**src/rtl/lc3_mem_arbiter.sv**
```systemverilog
// Round-robin arbiter sharing the single-port LC3 memory between the CPU and a DMA/loader port.
// Handshake: req is a level held until the one-cycle ack; requests are sampled only in IDLE.
module lc3_mem_arbiter #(
    parameter int                ADDR_W    = 16,
    parameter int                DATA_W    = 16,
    parameter int                MEM_LAT   = 1,
    parameter logic [ADDR_W-1:0] PROT_BASE = 16'h3000
) (
    input  logic              clk,
    input  logic              reset,
    input  logic              cpu_req,
    input  logic              cpu_we,
    input  logic [ADDR_W-1:0] cpu_addr,
    input  logic [DATA_W-1:0] cpu_wdata,
    output logic              cpu_ack,
    output logic [DATA_W-1:0] cpu_rdata,
    input  logic              dma_req,
    input  logic              dma_we,
    input  logic [ADDR_W-1:0] dma_addr,
    input  logic [DATA_W-1:0] dma_wdata,
    output logic              dma_ack,
    output logic              dma_err,
    output logic [DATA_W-1:0] dma_rdata,
    output logic              mem_en,
    output logic              mem_we,
    output logic [ADDR_W-1:0] mem_addr,
    output logic [DATA_W-1:0] mem_wdata,
    input  logic [DATA_W-1:0] mem_rdata,
    output logic              busy,
    output logic [1:0]        dbg_state
);

    typedef enum logic [1:0] {
        S_IDLE   = 2'd0,
        S_ACCESS = 2'd1,
        S_RESP   = 2'd2
    } state_e;

    localparam logic [1:0] CNT_INIT = 2'(MEM_LAT - 1);

    state_e            state_q, state_d;
    logic [1:0]        cnt_q, cnt_d;
    logic              hold_we_q, hold_we_d;
    logic [ADDR_W-1:0] hold_addr_q, hold_addr_d;
    logic [DATA_W-1:0] hold_wdata_q, hold_wdata_d;
    logic              owner_q, owner_d;          // 1 = DMA
    logic              last_grant_q, last_grant_d; // 1 = DMA
    logic              err_q, err_d;
    logic [DATA_W-1:0] cpu_rdata_q, cpu_rdata_d;
    logic [DATA_W-1:0] dma_rdata_q, dma_rdata_d;

    logic grant_dma;
    logic dma_blocked;

    always_ff @(posedge clk or negedge reset) begin
        if (!reset) begin
            state_q      <= S_IDLE;
            cnt_q        <= 2'd0;
            hold_we_q    <= 1'b0;
            hold_addr_q  <= '0;
            hold_wdata_q <= '0;
            owner_q      <= 1'b0;
            last_grant_q <= 1'b1;
            err_q        <= 1'b0;
            cpu_rdata_q  <= '0;
            dma_rdata_q  <= '0;
        end else begin
            state_q      <= state_d;
            cnt_q        <= cnt_d;
            hold_we_q    <= hold_we_d;
            hold_addr_q  <= hold_addr_d;
            hold_wdata_q <= hold_wdata_d;
            owner_q      <= owner_d;
            last_grant_q <= last_grant_d;
            err_q        <= err_d;
            cpu_rdata_q  <= cpu_rdata_d;
            dma_rdata_q  <= dma_rdata_d;
        end
    end

    // On a tie the requester that did not win last time gets the memory.
    assign grant_dma   = dma_req && (!cpu_req || !last_grant_q);
    assign dma_blocked = dma_we && (dma_addr < PROT_BASE);

    always_comb begin
        state_d      = state_q;
        cnt_d        = cnt_q;
        hold_we_d    = hold_we_q;
        hold_addr_d  = hold_addr_q;
        hold_wdata_d = hold_wdata_q;
        owner_d      = owner_q;
        last_grant_d = last_grant_q;
        err_d        = err_q;
        cpu_rdata_d  = cpu_rdata_q;
        dma_rdata_d  = dma_rdata_q;
        mem_en       = 1'b0;
        mem_we       = 1'b0;
        cpu_ack      = 1'b0;
        dma_ack      = 1'b0;
        dma_err      = 1'b0;

        case (state_q)
            S_IDLE: begin
                if (cpu_req || dma_req) begin
                    owner_d      = grant_dma;
                    last_grant_d = grant_dma;
                    hold_we_d    = grant_dma ? dma_we    : cpu_we;
                    hold_addr_d  = grant_dma ? dma_addr  : cpu_addr;
                    hold_wdata_d = grant_dma ? dma_wdata : cpu_wdata;
                    cnt_d        = CNT_INIT;
                    if (grant_dma && dma_blocked) begin
                        err_d   = 1'b1;
                        state_d = S_RESP;
                    end else begin
                        err_d   = 1'b0;
                        state_d = S_ACCESS;
                    end
                end
            end
            S_ACCESS: begin
                mem_en = 1'b1;
                // The counter still holds its load value only in the first access cycle.
                mem_we = hold_we_q && (cnt_q == CNT_INIT);
                if (cnt_q == 2'd0) begin
                    if (!hold_we_q) begin
                        if (owner_q) dma_rdata_d = mem_rdata;
                        else         cpu_rdata_d = mem_rdata;
                    end
                    state_d = S_RESP;
                end else begin
                    cnt_d = cnt_q - 2'd1;
                end
            end
            S_RESP: begin
                cpu_ack = !owner_q;
                dma_ack = owner_q;
                dma_err = owner_q && err_q;
                state_d = S_IDLE;
            end
            default: state_d = S_IDLE;
        endcase
    end

    assign cpu_rdata = cpu_rdata_q;
    assign dma_rdata = dma_rdata_q;
    assign mem_addr  = hold_addr_q;
    assign mem_wdata = hold_wdata_q;
    assign busy      = (state_q != S_IDLE);
    assign dbg_state = state_q;

endmodule
```
**config.mk**
```make
export PLATFORM = sky130hd
export DESIGN_NAME = lc3_mem_arbiter
export DESIGN_NICKNAME = d
export VERILOG_FILES = /design/src/rtl/lc3_mem_arbiter.sv
export SDC_FILE = /design/constraint.sdc
export NUM_CORES = 1
export LEC_CHECK = 0
export ABC_CLOCK_PERIOD_IN_PS = 1900
export BUFFER_PORTS_ARGS = -buffer_cell sky130_fd_sc_hd__buf_2
export CELL_PAD_IN_SITES_DETAIL_PLACEMENT = 1
export CELL_PAD_IN_SITES_GLOBAL_PLACEMENT = 1
export CORE_MARGIN = 4
export CORE_UTILIZATION = 30
export DETAILED_ROUTE_END_ITERATION = 12
export PLACE_DENSITY = 0.79
export SYNTH_ARGS = -nofsm -noshare
export SYNTH_HDL_FRONTEND = slang
export SYNTH_SLANG_ARGS = --single-unit
```
**constraint.sdc**
```tcl
create_clock -name clk -period 1.9 [get_ports clk]
set_input_delay 0.19 -clock clk [delete_from_list [all_inputs] [get_ports clk]]
set_output_delay 0.19 -clock clk [all_outputs]
set_load 0.01 [all_outputs]
```
==> results of run 1 <==
[worst reg2reg max path, stage by stage (launching register included)]
cell and delay, ns:
dfrtp_1 0.40, inv_1 0.06, ha_1 0.17, nand3b_1 0.13, or3b_1 0.44, buf_12 0.18
mux2_4 0.30
[routing by layer]
layer / share of wire / track usage
met1: 0.46 / 0.211
met2: 0.45 / 0.256
met3: 0.080 / 0.0674
met4: 0.0094 / 0.0345
met5: 0 / 0
[layout make-up]
cell class | instances | area [um2]
clock buffers | 10 | 138
clock inverters | 6 | 75.1
fillers | 1234 | 5900
inverters | 3 | 11.3
multi-input cells | 192 | 1240
flip-flops and latches | 72 | 1800
well taps | 136 | 170
repair buffers | 169 | 931
[repair_timing]
action,4_1_cts,5_1_grt
hold buffers,1,0
endpoints found under the hold margin,31,0
buffers inserted,0,0
[cells by family after synthesis]
kind of cell,after synthesis,synth area share
fa+ha+maj,1,0.00397
buf+inv,25,0.0385
compound gates,77,0.145
flops,72,0.572
mux,33,0.130
simple gates,81,0.111
[per-stage QoR]
stage / instance area (um2) / setup slack [ns] / power, mW / utilization
after global placement: 4150 / 0.157 / 5.83 / 0.404
final: 4370 / 0.0980 / 7.19 / 0.425
after floorplan: 3150 / 0.136 / 4.52 / -
after detailed placement: 4150 / 0.106 / 5.99 / 0.404
after CTS: 4370 / 0.0860 / 7.30 / 0.425
after global routing: 4370 / 0.0176 / 7.73 / 0.425
[cells in the mapped netlist (all sizes together)]
library cell,count
dfstp,1
o2bb2ai,1
nand2,67
and2,2
o2bb2a,1
a31oi,34
clkbuf,16
nor3,1
a211oi,1
or3b,2
a21bo,1
nor3b,1
and3b,1
dfrtp,71
ha,1
a21boi,2
or2,1
and3,2
a21o,1
mux2,33
a21oi,34
nand3b,1
o21ai,1
nor2,2
nor2b,1
buf,6
a22o,1
inv,3
[state kept, by name (all words and copies together), names as in the netlist]
register	count
cnt_q	2
hold_we_q	1
dbg_state	2
owner_q	1
dma_rdata	16
last_grant_q	1
mem_addr	16
mem_wdata	16
cpu_rdata	16
err_q	1
[path summary, 6_finish.rpt]
| check | slack, ns | cells past startpoint | start | endpoint |
|---|---|---|---|---|
| min in group asynchronous | 0.32 | 2 | reset | dma_rdata[14]$_DFFE_PN0P_ |
| min reg2reg | 0.50 | 1 | cnt_q[1]$_DFFE_PN0P_ | cnt_q[1]$_DFFE_PN0P_ |
| max reg2reg | 0.1 | 6 | cnt_q[0]$_DFFE_PN0P_ | dma_rdata[7]$_DFFE_PN0P_ |
| max | 0.1 | 6 | cnt_q[0]$_DFFE_PN0P_ | dma_rdata[7]$_DFFE_PN0P_ |
| min | 0.08 | 2 | cpu_req | last_grant_q$_DFFE_PN1P_ |
| max in group asynchronous | 0.96 | 3 | reset | last_grant_q$_DFFE_PN1P_ |
[power groups by stage]
stage          logic [mW]  clock network, mW  registers [mW]
2_1_floorplan        1.45                  0            3.07
3_3_place_gp         3.09                  0            2.75
3_5_place_dp         3.20                  0            2.79
4_1_cts              3.19               1.33            2.77
5_1_grt              3.45               1.40            2.87
6_report             3.13               1.29            2.76
==> summary.txt, run 1 <==
status: finished clean
min-delay worst type: primary input to flip-flop
setup_tns: 0 ns
RSZ-0062 raised after global routing: no
Buffers on Ports: 157
period utilization: 0.948
Worst Path Required: 2.13 ns
Final Hold Vio Count: 0
crit path DAT: 2.03 ns
synth unique cells: 34
gr ovfl total: 0
final setup vio count: 0
drt drc: 0
Net Sw Frac: 0.381
CTS Buffer Depth: 2
Syn Inst Count: 289
router iterations before antenna repair: 4
Area growth syn-to-layout: 38.8%
top cell type's share of synthesized area: 0.564
CP max stage cell: or3b_1
worst vdd ir: 0.541 mV
most frequent cells in the layout: 156 x buf_2, 71 x dfrtp_1, 67 x nand2_1, 34 x a21oi_1, 34 x a31oi_1
Initial Util: 0.307
crit-path cells: inv_1, ha_1, nand3b_1, or3b_1, buf_12, mux2_4
largest net degree at the start of global routing: 42
Pint: 4.45 mW
ranking of synthesized cells by area: dfrtp_1 56%, mux2_2 8.2%, nand2_1 8.0%
Tmin final: 1.80 ns
P_leak: 2.17 nW
first-pass GRT wire length: 16100 um
Clock Latency Late Sink: 0.34 ns
Num CTS Buffers: 9
Hold WS: 0.0826 ns
Highest Clock Rate: 0.555 GHz
CTS root buffer: clkbuf_8
vias: 2831
WP buf/inv: 2
Switch Pwr: 2.74 mW
Worst-path clk slew: 0.08 ns
routability congestion estimate from global placement: 0.804
final net count: 534
drt via density: 4.81
CTS sink count: 72
leading area contributor after synthesis: dfrtp_1
Post-Syn Nets: 376
CP max stage delay: 0.44 ns
Worst-Margin Slew: 0.549 ns
dpl hpwl: 7490 um
CP max FO: 16
cell area after synthesis: 0.00315 mm2
Worst Setup Path Type: flip-flop to flip-flop
crit-path leading delay family: simple AND/OR/NAND/NOR gates
Overall Global Routing Usage: 0.163
Post-Syn Area per Cell: 10.9 um2
Die ar.: 0.0122 mm2
Finished Layout Cells: 588
wire per inst: 16.8 um
max_slew headroom: 0.633
Rows: 37
sequential fraction of the synthesis area: 0.572
Core Box Area: 0.0103 mm2
skew final: 0.00680 ns
Yosys warning total: 0
commonest non-fill, non-tap cell in the layout: buf_2
I/O Pins: 158
Iter 0 DRT Violations: 137
number of gates resized after CTS: 0
CTS tree: done
H-tree Lvls: 3
Pwr per Cell Area: 1640 mW/mm2
Slew Limit Fails: 0
Yosys reg bits: 72
DIE HEIGHT: 110 um
Post-Place Cells: 571
antenna fix cells: 0
layout cells sized above 1: 0.498
Die Wd: 110 um
clock share of power: 0.179
CP Capture Type: flip-flop
vias in the first global route: 3034
initial antenna violation count: 0
sequential power share: 0.384
crit start category: flip-flop
Routed Antenna Nets: 0
final wirelength: 9890 um
Comb pwr share: 0.436
maximum capacitance violations: 0
Power figures use the tool's default switching activity.
==> inputs of run 2 (changes only) <==
--- a/config.mk
+++ b/config.mk
@@ -10,9 +10,11 @@
 export CELL_PAD_IN_SITES_DETAIL_PLACEMENT = 1
 export CELL_PAD_IN_SITES_GLOBAL_PLACEMENT = 1
 export CORE_MARGIN = 4
-export CORE_UTILIZATION = 30
+export CORE_UTILIZATION = 31
+export CTS_BUF_LIST = sky130_fd_sc_hd__clkbuf_4 sky130_fd_sc_hd__clkbuf_8
 export DETAILED_ROUTE_END_ITERATION = 12
-export PLACE_DENSITY = 0.79
+export PLACE_DENSITY = 0.81
+export SKIP_LAST_GASP = 1
 export SYNTH_ARGS = -nofsm -noshare
 export SYNTH_HDL_FRONTEND = slang
 export SYNTH_SLANG_ARGS = --single-unit
==> run 2 against run 1 <==
  * Routed wire length barely moved
  * Clock power fell by 12%
  * Setup slack improved by 0.0014 ns
  * Die area fell by 3.0%
  * Sequential power barely moved
  * Highest routed layer unchanged
  * Count of clock-buffer cells in the layout fell by 1
  * Register-to-register slack barely moved
  * First-iteration DRC count fell by 21%
  * Maximum frequency barely moved
==> summary.txt, run 2 (synthesis results as in run 1) <==
status: finished clean
largest net degree at the start of global routing: 46 (+9.5%)
routability congestion estimate from global placement: 0.728 (-9.5%)
wire per inst: 16.9 um (+0.24%)
min-delay src: cpu_req
Final Core Density: 0.443 (+0.0173)
router iterations before antenna repair: 4 (unchanged)
layout cells sized above 1: 0.504 (+0.00662)
CTS Buffer Depth: 2 (unchanged)
CTS sink count: 72 (unchanged)
CP max FO: 16 (unchanged)
area of the multi-input gates: 0.00125 mm2 (+0.40%)
Hold WS: 0.0775 ns (-0.00511 ns)
Comb pwr share: 0.446 (+0.010)
setup_tns: 0 ns (unchanged)
PnR worst setup slack: 0.0994 ns (+0.00141 ns)
Tmin final: 1.80 ns (-0.00141 ns)
RSZ-0062 raised after global routing: no
antenna fix cells: 0 (unchanged)
Rows: 36 (-2.7%)
min-delay worst type: primary input to flip-flop
GR Util met2: 0.291 (+0.0343)
GR peak layer: met2
drt via density: 4.77 (-1.0%)
vias: 2798 (-1.2%)
Die ar.: 0.0118 mm2 (-3.0%)
Iter 0 DRT Violations: 108 (-21%)
GR Layer Usage met1: 0.205 (-0.00593)
initial antenna violation count: 0 (unchanged)
CP Capture Type: flip-flop
Net Sw Frac: 0.391 (+0.00997)
most frequent cells in the layout: 156 x buf_2, 71 x dfrtp_1, 67 x nand2_1, 34 x a21oi_1, 34 x a31oi_1
final wirelength: 9890 um (about the same)
vias in the first global route: 3020 (-0.46%)
Initial Util: 0.321 (+0.0143)
Highest Clock Rate: 0.555 GHz (about the same)
CP max stage cell: or3b_4
Slew Limit Fails: 0 (unchanged)
met3 usage: 0.0509 (-0.0165)
Num CTS Buffers: 9 (unchanged)
post-place setup slack: 0.0616 ns (-0.0444 ns)
Die Wd: 109 um (-1.5%)
Worst setup startpoint: cnt_q[0]$_DFFE_PN0P_
H-tree Lvls: 3 (unchanged)
Worst-Margin Slew: 0.596 ns (+0.0474 ns)
final net count: 536 (+0.37%)
PnR Total Power: 7.04 mW (-2.0%)
Worst Path Required: 2.13 ns (about the same)
CTS root buffer: clkbuf_8
Switch Pwr: 2.75 mW (+0.57%)
first-pass GRT wire length: 15500 um (-3.5%)
P_leak: 2.16 nW (-0.72%)
skew final: 0.00887 ns (+0.00207 ns)
Area growth syn-to-layout: 38.0%
Buffers on Ports: 157 (unchanged)
crit start category: flip-flop
maximum capacitance violations: 0 (unchanged)
sequential power share: 0.392 (+0.008)
Routed Antenna Nets: 0 (unchanged)
worst vdd ir: 0.522 mV (-3.5%)
commonest non-fill, non-tap cell in the layout: buf_2
max_slew headroom: 0.602 (-0.0307)
period utilization: 0.948 (about the same)
Reg area: 0.00180 mm2 (unchanged)
CTS tree: done
clock share of power: 0.162 (-0.017)
Worst Setup Path Type: flip-flop to flip-flop
dpl hpwl: 7620 um (+1.7%)
Worst-path clk slew: 0.09 ns (about the same)
Design Area, Final: 0.00435 mm2 (-0.57%)
crit path DAT: 2.03 ns (about the same)
crit-path cells: inv_1, ha_2, nand3b_1, or3b_4, buf_12, mux2_4
gr ovfl total: 0 (unchanged)
Pint: 4.29 mW (-3.6%)
Pwr per Cell Area: 1620 mW/mm2 (-1.4%)
Finished Layout Cells: 587 (-0.17%)
Core Box Area: 0.00982 mm2 (-4.5%)
drt drc: 0 (unchanged)
WP buf/inv: 2 (unchanged)
Fillers: 1162 (-5.8%)
Post-Place Cells: 569 (-0.35%)
Reg-to-Reg Start: cnt_q[0]$_DFFE_PN0P_
dpl cell area: 0.00414 mm2 (-0.21%)
Final Hold Vio Count: 0 (unchanged)
Overall Global Routing Usage: 0.170 (+0.00741)
CP max stage delay: 0.42 ns (-0.02 ns)
Clock Latency Late Sink: 0.34 ns (about the same)
DIE HEIGHT: 109 um (-1.5%)
I/O Pins: 158 (unchanged)
final setup vio count: 0 (unchanged)
crit-path leading delay family: simple AND/OR/NAND/NOR gates
-- run 2: final cells by class --
type / instances / area share
clock buffer: 9 / 0.0285
sequential: 72 / 0.415
timing repair buffer: 171 / 0.215
inverter: 3 / 0.00259
multi-input combinational: 192 / 0.287
tap: 133 / 0.0383
clock inverter: 7 / 0.0138
-- run 2: power groups by stage --
stage	clock [mW]	combinational (mW)	sequential, mW
detailed placement	0	3.21	2.79
floorplan	0	1.45	3.07
global placement	0	3.08	2.74
finish	1.14	3.14	2.76
global route	1.26	3.49	2.87
CTS	1.18	3.20	2.78
-- run 2: final timing paths --
path	slack, ns	to	cells past startpoint
max	0.1	dma_rdata[6]$_DFFE_PN0P_	6
min	0.08	last_grant_q$_DFFE_PN1P_	2
max reg2reg	0.1	dma_rdata[6]$_DFFE_PN0P_	6
min reg2reg	0.50	cnt_q[1]$_DFFE_PN0P_	1
max in group asynchronous	0.88	last_grant_q$_DFFE_PN1P_	3
min in group asynchronous	0.40	cpu_rdata[5]$_DFFE_PN0P_	2
-- run 2: repair_timing --
| action | in CTS | in global routing |
|---|---|---|
| hold buffers | 1 | 0 |
| setup endpoints to repair | 0 | 16 |
| endpoints found under the hold margin | 44 | 0 |
| buffers inserted | 0 | 1 |
| resized for setup | 0 | 2 |
-- run 2: worst reg2reg max path, stage by stage (launching register included) --
cell      delay [ns]
dfrtp_1         0.40
inv_1           0.08
ha_2            0.18
nand3b_1        0.13
or3b_4          0.42
buf_12          0.17
mux2_4          0.30
-- run 2: routing by layer --
layer  share of wire  vias to the layer above
met3           0.093                        9
met2            0.47                      120
met5               0                        -
li1                -                     1330
met4           0.011                        0
met1            0.43                     1339
